**src/rtl/ddmm_pkg.sv**
```systemverilog
// Shared types and calendar constants for the day-of-year to month/day converter.
package ddmm_pkg;

    localparam int MW = 4;
    localparam int DW = 5;

    typedef enum logic [1:0] {
        IDLE,
        CONV,
        WALK,
        DONE
    } state_t;

    // Indexed by month number; entries 0 and 13..15 are never reached.
    localparam logic [DW-1:0] MONTH_DAYS [16] = '{
        5'd0,  5'd31, 5'd28, 5'd31, 5'd30, 5'd31, 5'd30, 5'd31,
        5'd31, 5'd30, 5'd31, 5'd30, 5'd31, 5'd0,  5'd0,  5'd0
    };

    function automatic logic [DW-1:0] month_len(
        input logic [MW-1:0] m,
        input logic          leap
    );
        logic [DW-1:0] len;
        len = MONTH_DAYS[m];
        if (m == MW'(2) && leap)
            len = len + DW'(1);
        return len;
    endfunction

    function automatic int unsigned year_days(
        input int   last,
        input logic leap
    );
        int unsigned s;
        s = 0;
        for (int i = 1; i <= 12; i++)
            if (i <= last)
                s += 32'(MONTH_DAYS[i[3:0]]);
        if (leap && last >= 2)
            s += 1;
        return s;
    endfunction

    function automatic logic [7:0] to_bcd8(input logic [DW-1:0] v);
        return {4'(v / DW'(10)), 4'(v % DW'(10))};
    endfunction

endpackage

```
**src/rtl/ddmm_seq_if.sv**
```systemverilog
// Request/result bundle for ddmm_seq.
// DDMM_SEQ_BCD_OUT_EN adds BCD copies of the month and day.
interface ddmm_seq_if #(
    parameter int DIGITS = 3
);
    import ddmm_pkg::*;

    logic [4*DIGITS-1:0] doy_bcd;
    logic                leap;
    logic                in_valid;
    logic                in_ready;
    logic [MW-1:0]       mm;
    logic [DW-1:0]       dd;
    logic                err;
    logic                out_valid;
    logic                out_ready;

`ifdef DDMM_SEQ_BCD_OUT_EN
    logic [7:0]          mm_bcd;
    logic [7:0]          dd_bcd;

    modport master (
        output doy_bcd, leap, in_valid, out_ready,
        input  in_ready, mm, dd, err, out_valid, mm_bcd, dd_bcd
    );
    modport slave (
        input  doy_bcd, leap, in_valid, out_ready,
        output in_ready, mm, dd, err, out_valid, mm_bcd, dd_bcd
    );
`else
    modport master (
        output doy_bcd, leap, in_valid, out_ready,
        input  in_ready, mm, dd, err, out_valid
    );
    modport slave (
        input  doy_bcd, leap, in_valid, out_ready,
        output in_ready, mm, dd, err, out_valid
    );
`endif

endinterface

```
**src/rtl/bcd_to_bin.sv**
```systemverilog
// BCD digit string to binary, with a flag that every digit is 0..9.
module bcd_to_bin #(
    parameter int DIGITS = 3,
    parameter int BW     = $clog2(10**DIGITS)
) (
    input  logic [4*DIGITS-1:0] bcd,
    output logic [BW-1:0]       bin,
    output logic                ok
);

    always_comb begin
        bin = '0;
        ok  = 1'b1;
        for (int i = DIGITS - 1; i >= 0; i--) begin
            if (bcd[4*i +: 4] > 4'd9)
                ok = 1'b0;
            bin = (bin * BW'(10)) + BW'(bcd[4*i +: 4]);
        end
    end

endmodule

```
**src/rtl/ddmm_seq.sv**
```systemverilog
// Sequential day-of-year to month/day converter: one month examined per cycle.
// DDMM_SEQ_BCD_OUT_EN adds registered BCD month/day outputs.
module ddmm_seq
    import ddmm_pkg::*;
#(
    parameter int DIGITS     = 3,
    parameter int LAST_MONTH = 12
) (
    input logic       clock,
    input logic       reset_n,
    ddmm_seq_if.slave bus
);

    localparam int          RW     = $clog2(10**DIGITS);
    localparam int unsigned DAYS_N = year_days(LAST_MONTH, 1'b0);
    localparam int unsigned DAYS_L = year_days(LAST_MONTH, 1'b1);

    state_t              state, state_n;
    logic [4*DIGITS-1:0] bcd_q, bcd_d;
    logic                leap_q, leap_d;
    logic [RW-1:0]       rem_q, rem_d;
    logic [MW-1:0]       mon_q, mon_d;
    logic [MW-1:0]       mm_q, mm_d;
    logic [DW-1:0]       dd_q, dd_d;
    logic                err_q, err_d;
    logic                ov_q, ov_d;
    logic [RW-1:0]       bin;
    logic                ok;
    logic [DW-1:0]       len;
    int unsigned         limit;

    bcd_to_bin #(
        .DIGITS (DIGITS),
        .BW     (RW)
    ) u_b2b (
        .bcd (bcd_q),
        .bin (bin),
        .ok  (ok)
    );

    assign len   = month_len(mon_q, leap_q);
    assign limit = leap_q ? DAYS_L : DAYS_N;

    always_ff @(posedge clock or negedge reset_n) begin
        if (!reset_n)
            state <= IDLE;
        else
            state <= state_n;
    end

    always_ff @(posedge clock or negedge reset_n) begin
        if (!reset_n) begin
            bcd_q  <= '0;
            leap_q <= 1'b0;
            rem_q  <= '0;
            mon_q  <= '0;
            mm_q   <= '0;
            dd_q   <= '0;
            err_q  <= 1'b0;
            ov_q   <= 1'b0;
        end else begin
            bcd_q  <= bcd_d;
            leap_q <= leap_d;
            rem_q  <= rem_d;
            mon_q  <= mon_d;
            mm_q   <= mm_d;
            dd_q   <= dd_d;
            err_q  <= err_d;
            ov_q   <= ov_d;
        end
    end

    always_comb begin
        state_n = state;
        bcd_d   = bcd_q;
        leap_d  = leap_q;
        rem_d   = rem_q;
        mon_d   = mon_q;
        mm_d    = mm_q;
        dd_d    = dd_q;
        err_d   = err_q;
        ov_d    = ov_q;
        unique case (state)
            IDLE: begin
                if (bus.in_valid) begin
                    bcd_d   = bus.doy_bcd;
                    leap_d  = bus.leap;
                    mm_d    = '0;
                    dd_d    = '0;
                    err_d   = 1'b0;
                    state_n = CONV;
                end
            end
            CONV: begin
                rem_d = bin;
                mon_d = MW'(1);
                if (!ok || bin == '0 || 32'(bin) > limit) begin
                    err_d   = 1'b1;
                    mm_d    = '0;
                    dd_d    = '0;
                    state_n = DONE;
                end else begin
                    state_n = WALK;
                end
            end
            WALK: begin
                if (32'(rem_q) <= 32'(len)) begin
                    mm_d    = mon_q;
                    dd_d    = DW'(rem_q);
                    state_n = DONE;
                end else begin
                    rem_d = rem_q - RW'(len);
                    mon_d = mon_q + MW'(1);
                end
            end
            DONE: begin
                // out_valid rises one cycle after entering DONE
                ov_d = 1'b1;
                if (ov_q && bus.out_ready) begin
                    ov_d    = 1'b0;
                    state_n = IDLE;
                end
            end
            default: state_n = IDLE;
        endcase
    end

    assign bus.in_ready  = (state == IDLE);
    assign bus.mm        = mm_q;
    assign bus.dd        = dd_q;
    assign bus.err       = err_q;
    assign bus.out_valid = ov_q;

`ifdef DDMM_SEQ_BCD_OUT_EN
    logic [7:0] mm_bcd_q, dd_bcd_q;

    always_ff @(posedge clock or negedge reset_n) begin
        if (!reset_n) begin
            mm_bcd_q <= '0;
            dd_bcd_q <= '0;
        end else begin
            mm_bcd_q <= to_bcd8(DW'(mm_d));
            dd_bcd_q <= to_bcd8(dd_d);
        end
    end

    assign bus.mm_bcd = mm_bcd_q;
    assign bus.dd_bcd = dd_bcd_q;
`endif

endmodule

```
**src/flat_wrapper.sv**
```systemverilog
// flat-port wrapper written by rule: the top's interface ports become plain ports
module ddmm_seq_flat import ddmm_pkg::*;
#(
    parameter int DIGITS     = 3,
    parameter int LAST_MONTH = 12
)
  (clock, reset_n, bus_doy_bcd, bus_leap, bus_in_valid, bus_out_ready, bus_in_ready, bus_mm, bus_dd, bus_err, bus_out_valid);
  ddmm_seq_if #(.DIGITS(DIGITS)) bus_i ();
  input logic clock;
  input logic reset_n;
  input wire logic [$bits(bus_i.doy_bcd)-1:0] bus_doy_bcd;
  input wire logic [$bits(bus_i.leap)-1:0] bus_leap;
  input wire logic [$bits(bus_i.in_valid)-1:0] bus_in_valid;
  input wire logic [$bits(bus_i.out_ready)-1:0] bus_out_ready;
  output wire logic [$bits(bus_i.in_ready)-1:0] bus_in_ready;
  output wire logic [$bits(bus_i.mm)-1:0] bus_mm;
  output wire logic [$bits(bus_i.dd)-1:0] bus_dd;
  output wire logic [$bits(bus_i.err)-1:0] bus_err;
  output wire logic [$bits(bus_i.out_valid)-1:0] bus_out_valid;
  assign bus_i.doy_bcd = bus_doy_bcd;
  assign bus_i.leap = bus_leap;
  assign bus_i.in_valid = bus_in_valid;
  assign bus_i.out_ready = bus_out_ready;
  assign bus_in_ready = bus_i.in_ready;
  assign bus_mm = bus_i.mm;
  assign bus_dd = bus_i.dd;
  assign bus_err = bus_i.err;
  assign bus_out_valid = bus_i.out_valid;
  ddmm_seq #(.DIGITS(DIGITS), .LAST_MONTH(LAST_MONTH)) u_core (.clock(clock), .reset_n(reset_n), .bus(bus_i));
endmodule
```
**config.mk**
```make
export PLATFORM = sky130hd
export DESIGN_NAME = ddmm_seq_flat
export DESIGN_NICKNAME = d
export VERILOG_FILES = /design/src/rtl/ddmm_pkg.sv /design/src/rtl/ddmm_seq_if.sv /design/src/rtl/bcd_to_bin.sv /design/src/rtl/ddmm_seq.sv /design/src/flat_wrapper.sv
export SDC_FILE = /design/constraint.sdc
export NUM_CORES = 1
export LEC_CHECK = 0
export CORE_MARGIN = 2
export CORE_UTILIZATION = 59
export CTS_CLUSTER_SIZE = 14
export DETAILED_ROUTE_END_ITERATION = 8
export GPL_ROUTABILITY_DRIVEN = 0
export MAX_ROUTING_LAYER = met4
export PLACE_DENSITY = 0.88
export SKIP_CTS_REPAIR_TIMING = 1
export SYNTH_ARGS = -nofsm -noshare
export SYNTH_HDL_FRONTEND = slang
export SYNTH_SLANG_ARGS = --single-unit
```
**constraint.sdc**
```tcl
create_clock -name clock -period 6.28 [get_ports clock]
set_clock_uncertainty 0.2 [all_clocks]
set_input_delay 1.256 -clock clock [delete_from_list [all_inputs] [get_ports clock]]
set_output_delay 1.256 -clock clock [all_outputs]
set_load 0.01 [all_outputs]
```
# After elaboration in Yosys (flattened, before gate mapping)
# Memory sizes are Yosys's and may differ from the RTL's.
# Cells that the tools add are included.
# totals
regBits	40
romBits	80
in_bits	17
output_inout_bits	12
word_cells	76
mem_count	1
# op_classes
addsub	5
multipliers	2
n_lt_le_gt_ge	6
n_eq_ne	9
muxes	28
bitwise_logic	1
reduce_logical	15
# mem_list
memory	depth	width	read_ports	rd_clocked_by_memory_dff	write_ports	line_no	text
(name not given)	16	5	1	0	0	ddmm_pkg.sv:25	len = MONTH_DAYS[m];
# op_table
cell	count
> comparator 10 x 32 -> 1 bit	1
2-to-1 mux 5 bit	6
one-hot mux 10 bit (2 select lines)	1
2-to-1 mux 4 bit	4
one-hot mux 5 bit (3 select lines)	1
> comparator 4 bit, second input constant	3
one-hot mux 4 bit (3 select lines)	1
adder 10 x 4 -> 10 bit	1
<= comparator 10 x 5 -> 1 bit	1
zero test 10 bit	1
2-to-1 mux 10 bit	1
subtractor 10 x 5 -> 10 bit	1
adder 8 x 4 -> 9 bit	1
multiplier 9 x 3 -> 9 bit, second input constant	1
2-to-1 mux 2 bit	4
one-hot mux 2 bit (4 select lines)	1
one-hot mux 4 bit (2 select lines)	1
multiplier 4 x 3 -> 7 bit, second input constant	1
2-to-1 mux 1 bit	7
inequality test 2 x 1 -> 1 bit, second input constant	3
AND reduction 3 bit	2
adder 5 x 1 -> 5 bit, second input constant	1
greater-or-equal comparator 5 bit, second input constant	1
NOT 4 -> 5 bit	1
other kinds (14)	20

# Logic depth before layout (Yosys ltp)
# Gate-level depths: netlist (run 1).
# depth
depth_word	9
ltp_mapped	22
ltp_nobuf	20

# Cells and area by module
# From an unflattened synthesis (run 1), not the netlist that was laid out.
# unflattened
cells_unflattened	332
area_unflattened_um2	3240.6
# modules_own_cells
module	instances	cells_each	area_per_inst_um2
ddmm_seq	1	251	2493.6
bcd_to_bin	1	81	747.0

# Worst setup path after synthesis (run 1)
# OpenSTA, ideal clock, no wires.
# synth_path
path_type	register to register
start	register u_core.bcd_q[9]
end	register u_core.dd_q[2], in the netlist u_core.bus.dd[2]
arrival_ns	4.173
t_required_ns	5.954
path_slack_ns	1.781
path_stages_with_launch	18
period_less_slack_ns	4.499
cell_sequence	dfrtp_1 ha_1 ha_1 fa_1 nand2_1 nor2_1 xnor2_1 xnor2_1 ha_1 ha_1 and3_4 o21a_1 nor2_1 xor3_1 xnor2_1 or2_1 buf_6 a221o_1
# synth_between
elab_chain_cells	9
# synth_lines
element	line_no	text
from (decl)	ddmm_seq.sv:19	logic [4*DIGITS-1:0] bcd_q, bcd_d;
from (signal assigned)	ddmm_seq.sv:53	bcd_q <= '0;
from (signal assigned)	ddmm_seq.sv:62	bcd_q <= bcd_d;
parallel branches: the longest is 6 deep, another holds > comparator 10 x 32 -> 1 bit	--	
logical OR 1 bit (*)	ddmm_seq.sv:97	if (!ok || bin == '0 || 32'(bin) > limit) begin
inequality test 2 x 1 -> 1 bit (no source line) (*)	--	
AND reduction 4 bit (no source line) (*)	--	
to (signal assigned)	ddmm_seq.sv:58	dd_q <= '0;
to (signal assigned)	ddmm_seq.sv:67	dd_q <= dd_d;
to (decl)	ddmm_seq.sv:24	logic [DW-1:0] dd_q, dd_d;
# Mark *: on every way between the ends.
# A chain may end at the register's enable or synchronous reset.

# Worst setup path in the final report (run 1)
# layout_path
start	register u_core.bcd_q[10]
end	register u_core.state[0]
# layout_between
elab_chain_cells	9
# layout_lines
element	line_no	text
parallel branches: the longest is 6 deep, another holds > comparator 10 x 32 -> 1 bit	--	
logical OR 1 bit (*)	ddmm_seq.sv:97	
2-to-1 mux 1 bit (*)	ddmm_seq.sv:97	
one-hot mux 2 bit (4 select lines) (*)	ddmm_seq.sv:83	unique case (state)
to (signal assigned)	ddmm_seq.sv:48	state <= state_n;
to (decl)	ddmm_seq.sv:18	state_t state, state_n;
# Marks and branches as above.

==> impl_metrics.yaml, run 1 <==
grt:
  grt_max_degree: 41
  antenna_found_initial: 0
  grt_first_pass_wirelength_mm: 12.32
  grt_util_all_layers: 0.2527
  grt_pass1_vias: 2706
  grt_overflow: 0
timing:
  rsz0062_at_grt: "false"
  fin_crit_ps: 4985
  tightest_slew_ps: 896.7
  fin_ws_ps: 1295
  hold_ws_ps: 341.0
  finalSetupTns_ps: 0
  hold_viol_final: 0
  maxSlewViolCount: 0
  setup_viol: 0
  min_period_over_period: 0.7938
  fmax_ghz: 0.2006
  slew_headroom: 0.4022
cts:
  root_buffer: "clkbuf_8"
  cts_made_buffers: 5
  cts.sinks: 40
  htreeDepth: 2
  cts_tree: "yes"
  cts.clk_slew.worst_paths_ps: 90
  clk_latency_ps: 300
  clockBufferDepth: 2
worst_setup_path:
  path_class: "reg -> reg"
  cpMostUsedCell: "ha_1"
  cp_cell_sequence: "ha_1 > ha_1 > a21oi_1 > xnor2_1 > ha_1 > fa_1 > xor2_2 > o2111a_2 > xor3_2 > o2111ai_1 > a311oi_1 > a41oi_1 > or2_1 > a311o_2"
  crit_path_top_delay_cell: "fa_1"
  worstPathRequired_ps: 6270
  critPathCaptureType: "register"
  cp_slowest_stage_delay_ps: 500
  start_kind: "register"
  arrival_ps: 4980
  cp_max_fo: 11
synthesis:
  ys_seq_area_frac: 0.2938
  syn_avg_cell_area_sq_um: 9.438
  synthFlopType: "dfrtp_1"
  synthDistinctLibCells: 54
  ys_warn_count: 0
  synth_seq_cells: 40
  syn_inst: 361
  synth_nets: 421
  synth_enable_flop_cells: 0
  synth.cell_area_sq_mm: 0.003407
  synthArstFlopShare: 1.000
hold_path:
  min_path_type: "reg -> reg"
layout:
  seq_area_sq_mm: 0.001001
  multi_input_area_sq_mm: 0.002245
  antennaDiodeCount: 0
  drive_above_1_share: 0.1070
  nets: 442
  fin_area_sq_mm: 0.003826
  syn2layout_area_growth_pct: 12.30
  fillers: 419
placement:
  postPlaceCellArea_sq_mm: 0.003705
  portBuffers: 28
  pre_cts_slack_ps: 1364
  dp_hpwl_mm: 5.716
floorplan:
  row_count: 27
  dieArea_sq_mm: 0.006398
  die_w_um: 79.99
  die_height_um: 79.99
  start_util: 0.6150
  core_sq_mm: 0.005540
  pin_count: 29
routing:
  drc: 0
  drtAntennaViolNets: 0
  routed_wl_mm: 7.395
  wl_per_cell_um: 16.25
  vias: 2776
  avgViaCountPerCell: 6.101
  drtIter0Drc: 260
  dr.pass1.iters: 5
run_status:
  status: "finished clean"
job:
  cap_viol_max_count: 0
## state kept, by name (all words and copies together), names as in the netlist
register / count
u_core.bcd_q: 12
u_core.rem_q: 10
u_core.bus.dd: 5
u_core.bus.mm: 4
u_core.mon_q: 4
u_core.state: 2
u_core.bus.err: 1
u_core.bus.out_valid: 1
u_core.leap_q: 1
## stage by stage
stage          std cells  utilization
2_1_floorplan        361            -
3_3_place_gp         447       0.6687
3_5_place_dp         447       0.6687
4_1_cts              455       0.6906
5_1_grt              455       0.6906
6_report             455       0.6906
## per-layer routing
| layer | wire length, um | track usage | vias to the layer above |
|---|---|---|---|
| met5 | 0 | - | - |
| met4 | 100 | 0.06610 | 0 |
| met3 | 363 | 0.03959 | 11 |
| met2 | 3626 | 0.4158 | 88 |
| met1 | 3304 | 0.3275 | 1328 |
| li1 | - | - | 1349 |
## cell type report
class / instances / area share
Multi-Input combinational cell: 285 / 0.5867
Clock buffer: 6 / 0.02158
Inverter: 19 / 0.01864
Tap cell: 72 / 0.02354
Clock inverter: 2 / 0.01014
Sequential cell: 40 / 0.2616
Timing Repair Buffer: 31 / 0.07783
## synthesized netlist by cell type, types with 5 or more instances
cell	count	share of area
a21oi_1	18	0.026
a221o_1	8	0.024
a32oi_1	9	0.023
and2_1	5	0.0092
clkbuf_1	10	0.011
dfrtp_1	40	0.29
fa_1	5	0.029
ha_1	38	0.14
inv_1	19	0.021
mux2_2	17	0.056
mux2i_1	12	0.035
nand2_1	27	0.030
nand3_1	10	0.015
nor2_1	31	0.034
nor2b_1	5	0.0092
nor3_1	6	0.0088
o21ai_0	21	0.031
xnor2_1	15	0.039
xor2_1	6	0.015
## cells in the final DEF, fill, tap and decap left out, types with 3 or more instances in the layout
master,instances
xor2_1,6
a21o_1,4
a21oi_1,18
nor2b_1,5
and2_1,5
nor3_1,6
nand2_1,27
a32oi_1,9
mux2i_1,12
nand3_1,10
inv_1,19
buf_4,3
nand2b_1,4
clkdlybuf4s50_1,27
nor4_1,4
xnor2_1,15
o21ai_0,21
o22ai_1,3
fa_1,5
dfrtp_1,40
ha_1,38
o21a_1,4
mux2_2,17
nor2_1,31
a221o_1,8
clkbuf_8,6
## kinds of logic (layout without fill, tap and decap cells)
group / after synthesis / in the layout / synth area share
fa+ha+maj: 43 / 43 / 0.1689
xor+xnor: 24 / 24 / 0.07308
buf+inv: 36 / 58 / 0.04737
compound gates: 85 / 85 / 0.1766
simple gates: 104 / 104 / 0.1487
flops: 40 / 40 / 0.2938
mux: 29 / 29 / 0.09144
## final timing paths
check,depth (start not counted),to,slack (ps),startpoint
setup / recovery,14,u_core.state[0]$_DFFE_PN0P_,1290,u_core.bcd_q[10]$_DFFE_PN0P_
max in group asynchronous,1,u_core.bcd_q[8]$_DFFE_PN0P_,4430,reset_n
min in group asynchronous,1,u_core.mon_q[2]$_DFFE_PN0P_,870,reset_n
hold / removal,1,u_core.bcd_q[3]$_DFFE_PN0P_,340,u_core.bcd_q[3]$_DFFE_PN0P_
hold reg to reg,1,u_core.bcd_q[3]$_DFFE_PN0P_,340,u_core.bcd_q[3]$_DFFE_PN0P_
setup reg to reg,14,u_core.state[0]$_DFFE_PN0P_,1290,u_core.bcd_q[10]$_DFFE_PN0P_
## worst max-delay path: cells and delay by family (launching register included)
kind / cells / cell delay [ps]
adder cells (fa/ha/maj): 4 / 1450
flip-flops: 1 / 440
AO/OA/AOI/OAI: 6 / 1560
AND/OR/NAND/NOR: 1 / 450
XOR/XNOR: 3 / 770
Power of run 1 is left out: the tool's default activity adds up to more than one toggle a clock period on the data nets, which glitch-free logic cannot reach.
==> run 2: changes to the inputs <==
clock period = 5.1 ns   (was 6.28 ns; I/O delays follow)
==> run 2 against run 1 <==
  * Sequential share of layout area increased by 0.18 points
  * Routed wire length shrank 2.1%
  * Cell count unchanged
  * Critical path depth increased by 2
  * Worst setup slack worse by 1000 ps
  * Fmax rose by 2.8%
  * Register-to-register slack worse by 1000 ps
  * Via count grew 1.1%
  * Core utilization down 0.47 points
  * Global-route usage shrank 0.15 points
  * Hold slack better by 5.4 ps
==> impl_metrics.yaml, run 2 (synthesis results as in run 1) <==
cts:
  cts.sinks: 40
  clk_latency_ps: 300
  cts_tree: "yes"
  cts_made_buffers: 5
  cts.clk_slew.worst_paths_ps: 80
  htreeDepth: 2
  root_buffer: "clkbuf_8"
  clockBufferDepth: 2
layout:
  final_cell_mix: "dfrtp_1 (40), ha_1 (38), nor2_1 (31), nand2_1 (27), clkdlybuf4s50_1 (27)"
  drive_above_1_share: 0.1123
  seq_area_sq_mm: 0.001001
  top_register: "u_core.bcd_q"
  syn2layout_area_growth_pct: 11.53
  antennaDiodeCount: 0
  fillers: 405
  multi_input_area_sq_mm: 0.002251
  final_common_cell: "dfrtp_1"
  largest_reg_flops: 12
  nets: 443
routing:
  drtAntennaViolNets: 0
  wl_per_cell_um: 15.92
  routed.top_layer: "met4"
  met2WireLength_mm: 3.561
  dr.pass1.iters: 5
  drc: 0
  met3_length_um: 346
  avgViaCountPerCell: 6.167
  routed_wl_mm: 7.243
  vias: 2806
  drtIter0Drc: 223
  m1WireLength_mm: 3.219
grt:
  grt_pass1_vias: 2681
  grt_overflow: 0
  grt_max_degree: 41
  grt_util_all_layers: 0.2512
  antenna_found_initial: 0
  grt_first_pass_wirelength_mm: 12.32
timing:
  setup_viol: 0
  fin_crit_ps: 4849
  fmax_ghz: 0.2062
  tightest_slew_ps: 887.8
  min_period_over_period: 0.9509
  hold_viol_final: 0
  slew_headroom: 0.4081
  finalSetupTns_ps: 0
  maxSlewViolCount: 0
  rsz0062_at_grt: "false"
floorplan:
  row_count: 27
  die_w_um: 79.99
  start_util: 0.6150
  pin_count: 29
  dieArea_sq_mm: 0.006398
  die_height_um: 79.99
  core_sq_mm: 0.005540
hold_path:
  min_path_type: "reg -> reg"
placement:
  dp_hpwl_mm: 5.533
  portBuffers: 28
job:
  cap_viol_max_count: 0
worst_setup_path:
  path_class: "reg -> reg"
  critPathCaptureType: "register"
  worstPathRequired_ps: 5080
  cp_max_fo: 8
  start_kind: "register"
  arrival_ps: 4830
run_status:
  status: "finished clean"
run 2: changes by cell type in the layout (fill, tap and decap cells not counted):
cell and change:
buf_4 +1, bufinv_16 -1, clkbuf_8 -1, clkinv_2 +1, clkinv_4 -1, clkinvlp_4 +1, mux2i_1 -1, mux2i_2 +1
or2_1 -1, or2_4 +1
run 2: worst paths after layout:
kind	startpoint	endpoint	slack [ps]	cells past startpoint
worst max-delay path	u_core.bcd_q[11]$_DFFE_PN0P_	u_core.bus.dd[2]$_DFFE_PN0P_	250	16
worst min-delay path	u_core.bus.mm[3]$_DFFE_PN0P_	u_core.bus.mm[3]$_DFFE_PN0P_	350	1
worst max register to register	u_core.bcd_q[11]$_DFFE_PN0P_	u_core.bus.dd[2]$_DFFE_PN0P_	250	16
worst min register to register	u_core.bus.mm[3]$_DFFE_PN0P_	u_core.bus.mm[3]$_DFFE_PN0P_	350	1
max in group asynchronous	reset_n	u_core.bcd_q[11]$_DFFE_PN0P_	3500	1
min in group asynchronous	reset_n	u_core.mon_q[3]$_DFFE_PN0P_	640	1
run 2: final cells by class:
class,instances,share of cell area
multi-input combinational,285,0.5924
sequential,40,0.2634
timing repair buffer,32,0.08034
tap,72,0.02371
inverter,19,0.01877
clock buffer,5,0.01811
clock inverter,2,0.003293
run 2: critical path, stage by stage, from the launching register on:
cell and delay, ps:
dfrtp_1 450, ha_1 310, ha_1 230, fa_1 540, nand2_1 60, nor2_1 170, xnor2_1 180, xnor2_1 150
ha_1 250, ha_1 350, and3_4 180, o21a_1 160, nor2_1 130, xor3_1 350, xnor2_1 460, o31ai_4 170
a221o_1 390
run 2: stage by stage:
stage                     hold slack [ps]  setup slack [ps]  utilization  std cells  cell area (sq um)
after floorplan                     291.0             601.4            -        361               3407
after global placement              319.3             351.1       0.6701        448               3712
after detailed placement            331.4             182.2       0.6701        448               3712
after CTS                           354.1             149.5       0.6847        455               3794
after global routing                367.6             15.56       0.6859        455               3800
final                               346.5             250.6       0.6859        455               3800
run 2: per-layer routing:
layer	up-vias	GRT usage
met1	1365	0.3379
met2	79	0.3967
li1	1350	-
met4	0	0.07119
met5	-	-
met3	12	0.03846
Power of run 2 is left out for the same reason.
==> run 3: changes to the inputs <==
ABC_AREA = 1   (was default)
TNS_END_PERCENT = 20   (was default)
==> run 3 against run 2 <==
  * First-iteration DRC count down 21%
  * Register-to-register slack better by 410 ps
  * Cell area down 3.1%
  * Cell count grew 21%
  * Non-clock buffer count decreased by 3
  * Clock-buffer cell count stayed put
  * Flip-flop and latch count stayed put
  * Largest cell class unchanged
==> impl_metrics.yaml, run 3 <==
routing:
  dr.pass1.iters: 5
  avgViaCountPerCell: 5.400
  drtIter0Drc: 176
  routed_wl_mm: 7.120
  drtAntennaViolNets: 0
  vias: 2970
  wl_per_cell_um: 12.95
  drc: 0
timing:
  rsz0062_at_grt: "false"
  min_period_over_period: 0.8708
  slew_headroom: 0.4108
  fin_ws_ps: 658.8
  fin_crit_ps: 4441
  tightest_slew_ps: 883.8
  fmax_ghz: 0.2252
  finalSetupTns_ps: 0
  hold_viol_final: 0
  setup_viol: 0
  maxSlewViolCount: 0
worst_setup_path:
  cp_cell_sequence: "ha_1 > ha_1 > fa_1 > xor2_1 > inv_1 > nand2_1 > nand2_1 > inv_1 > ha_1 > ha_1 > a21oi_1 > nand2_1 > xor2_1 > o21ai_1 > nand2_1 > nor2_1 > nor2_1 > nand3_2 > nand2_2 > nand2_1 > nand2_1"
  cp_slowest_stage_delay_ps: 440
  cp_max_fo: 11
  arrival_ps: 4480
  crit_buf_inv: 2
  crit_family: "adder cells"
  path_class: "reg -> reg"
  worstPathRequired_ps: 5140
  cpMostUsedCell: "nand2_1"
  crit_path_top_delay_cell: "dfrtp_1"
  start_kind: "register"
  critPathCaptureType: "register"
cts:
  clockBufferDepth: 2
  cts.sinks: 40
  root_buffer: "clkbuf_8"
  cts.clk_slew.worst_paths_ps: 80
  clk_latency_ps: 300
  cts_tree: "yes"
  htreeDepth: 2
  cts_made_buffers: 5
floorplan:
  row_count: 27
  pin_count: 29
  core_sq_mm: 0.005439
  dieArea_sq_mm: 0.006171
  start_util: 0.6029
  die_w_um: 78.56
  die_height_um: 78.56
synthesis:
  synth.cell_area_sq_mm: 0.003279
  synth_nets: 511
  yosysMostFrequentCell: "nand2_1"
  syn_avg_cell_area_sq_um: 7.271
  ys_seq_area_frac: 0.3052
  synth_area_leader_cell: "dfrtp_1"
  synthDistinctLibCells: 34
  ys_top_cells_by_area: "dfrtp_1 (31%), nand2_1 (17%), ha_1 (14%)"
  synthFlopType: "dfrtp_1"
  synthArstFlopShare: 1.000
  synth_top_area_share: 0.3052
  syn_inst: 451
  yosys-top-cells-count: "nand2_1 (151), inv_1 (64), dfrtp_1 (40)"
  synth_seq_cells: 40
  synth_enable_flop_cells: 0
  ys_warn_count: 0
grt:
  grt_first_pass_wirelength_mm: 12.29
  grt_util_all_layers: 0.2563
  antenna_found_initial: 0
  grt_max_degree: 41
  grt_pass1_vias: 2852
  grt_overflow: 0
layout:
  nets: 538
  drive_above_1_share: 0.03975
  largest_reg_flops: 12
  final_common_cell: "nand2_1"
  antennaDiodeCount: 0
  top_register: "u_core.bcd_q"
  final_cell_mix: "nand2_1 (151), inv_1 (64), dfrtp_1 (40), ha_1 (38), nand3_1 (35)"
  syn2layout_area_growth_pct: 12.32
  layout.cells.non_filler: 550
job:
  cap_viol_max_count: 0
run_status:
  status: "finished clean"
hold_path:
  min_path_type: "reg -> reg"
placement:
  dp_hpwl_mm: 5.585
  placed_cells: 543
  pre_cts_slack_ps: 708.1
  portBuffers: 28
[run 3: layout make-up]
type	instances	area [sq um]
clock buffers	5	68.82
clock inverters	2	12.51
fillers	445	1755
inverters	64	240.2
multi-input cells	338	1988
flip-flops and latches	40	1001
well taps	72	90.09
repair buffers	29	282.8
[run 3: metal layers]
layer,vias to the layer above,track usage,wire length (um)
met3,7,0.04023,302
met5,-,-,0
met1,1375,0.3128,3160
li1,1495,-,-
met4,0,0.07544,92
met2,93,0.4402,3565
[run 3: path summary, 6_finish.rpt]
kind	startpoint	to	slack (ps)	cells after the start
max	u_core.bcd_q[9]$_DFFE_PN0P_	u_core.bus.dd[3]$_DFFE_PN0P_	660	21
min	u_core.bus.mm[3]$_DFFE_PN0P_	u_core.bus.mm[3]$_DFFE_PN0P_	280	2
max reg2reg	u_core.bcd_q[9]$_DFFE_PN0P_	u_core.bus.dd[3]$_DFFE_PN0P_	660	21
min reg2reg	u_core.bus.mm[3]$_DFFE_PN0P_	u_core.bus.mm[3]$_DFFE_PN0P_	280	2
max in group asynchronous	reset_n	u_core.rem_q[9]$_DFFE_PN0P_	3500	1
min in group asynchronous	reset_n	u_core.mon_q[0]$_DFFE_PN0P_	630	1
[run 3: cell families after synthesis]
group           synth area share
xor+xnor                 0.03968
fa+ha+maj                 0.1755
compound gates            0.1084
simple gates              0.2827
flops                     0.3052
buf+inv                  0.08851
[run 3: worst reg2reg max path: cells and delay by family, from the launching register on]
family	cells	cell delay [ps]
fa+ha+maj	5	1560
compound gates	2	290
flops	1	440
simple gates	10	1240
buf+inv	2	140
xor+xnor	2	520
[run 3: through the flow]
step | area, sq um | utilization | hold WS, ps
floorplan | 3279 | - | 270.6
detailed placement | 3602 | 0.6623 | 263.3
CTS | 3684 | 0.6772 | 282.2
finish | 3684 | 0.6772 | 281.6
global route | 3684 | 0.6772 | 307.9
global placement | 3602 | 0.6623 | 258.9
Power of run 3 is left out for the same reason.
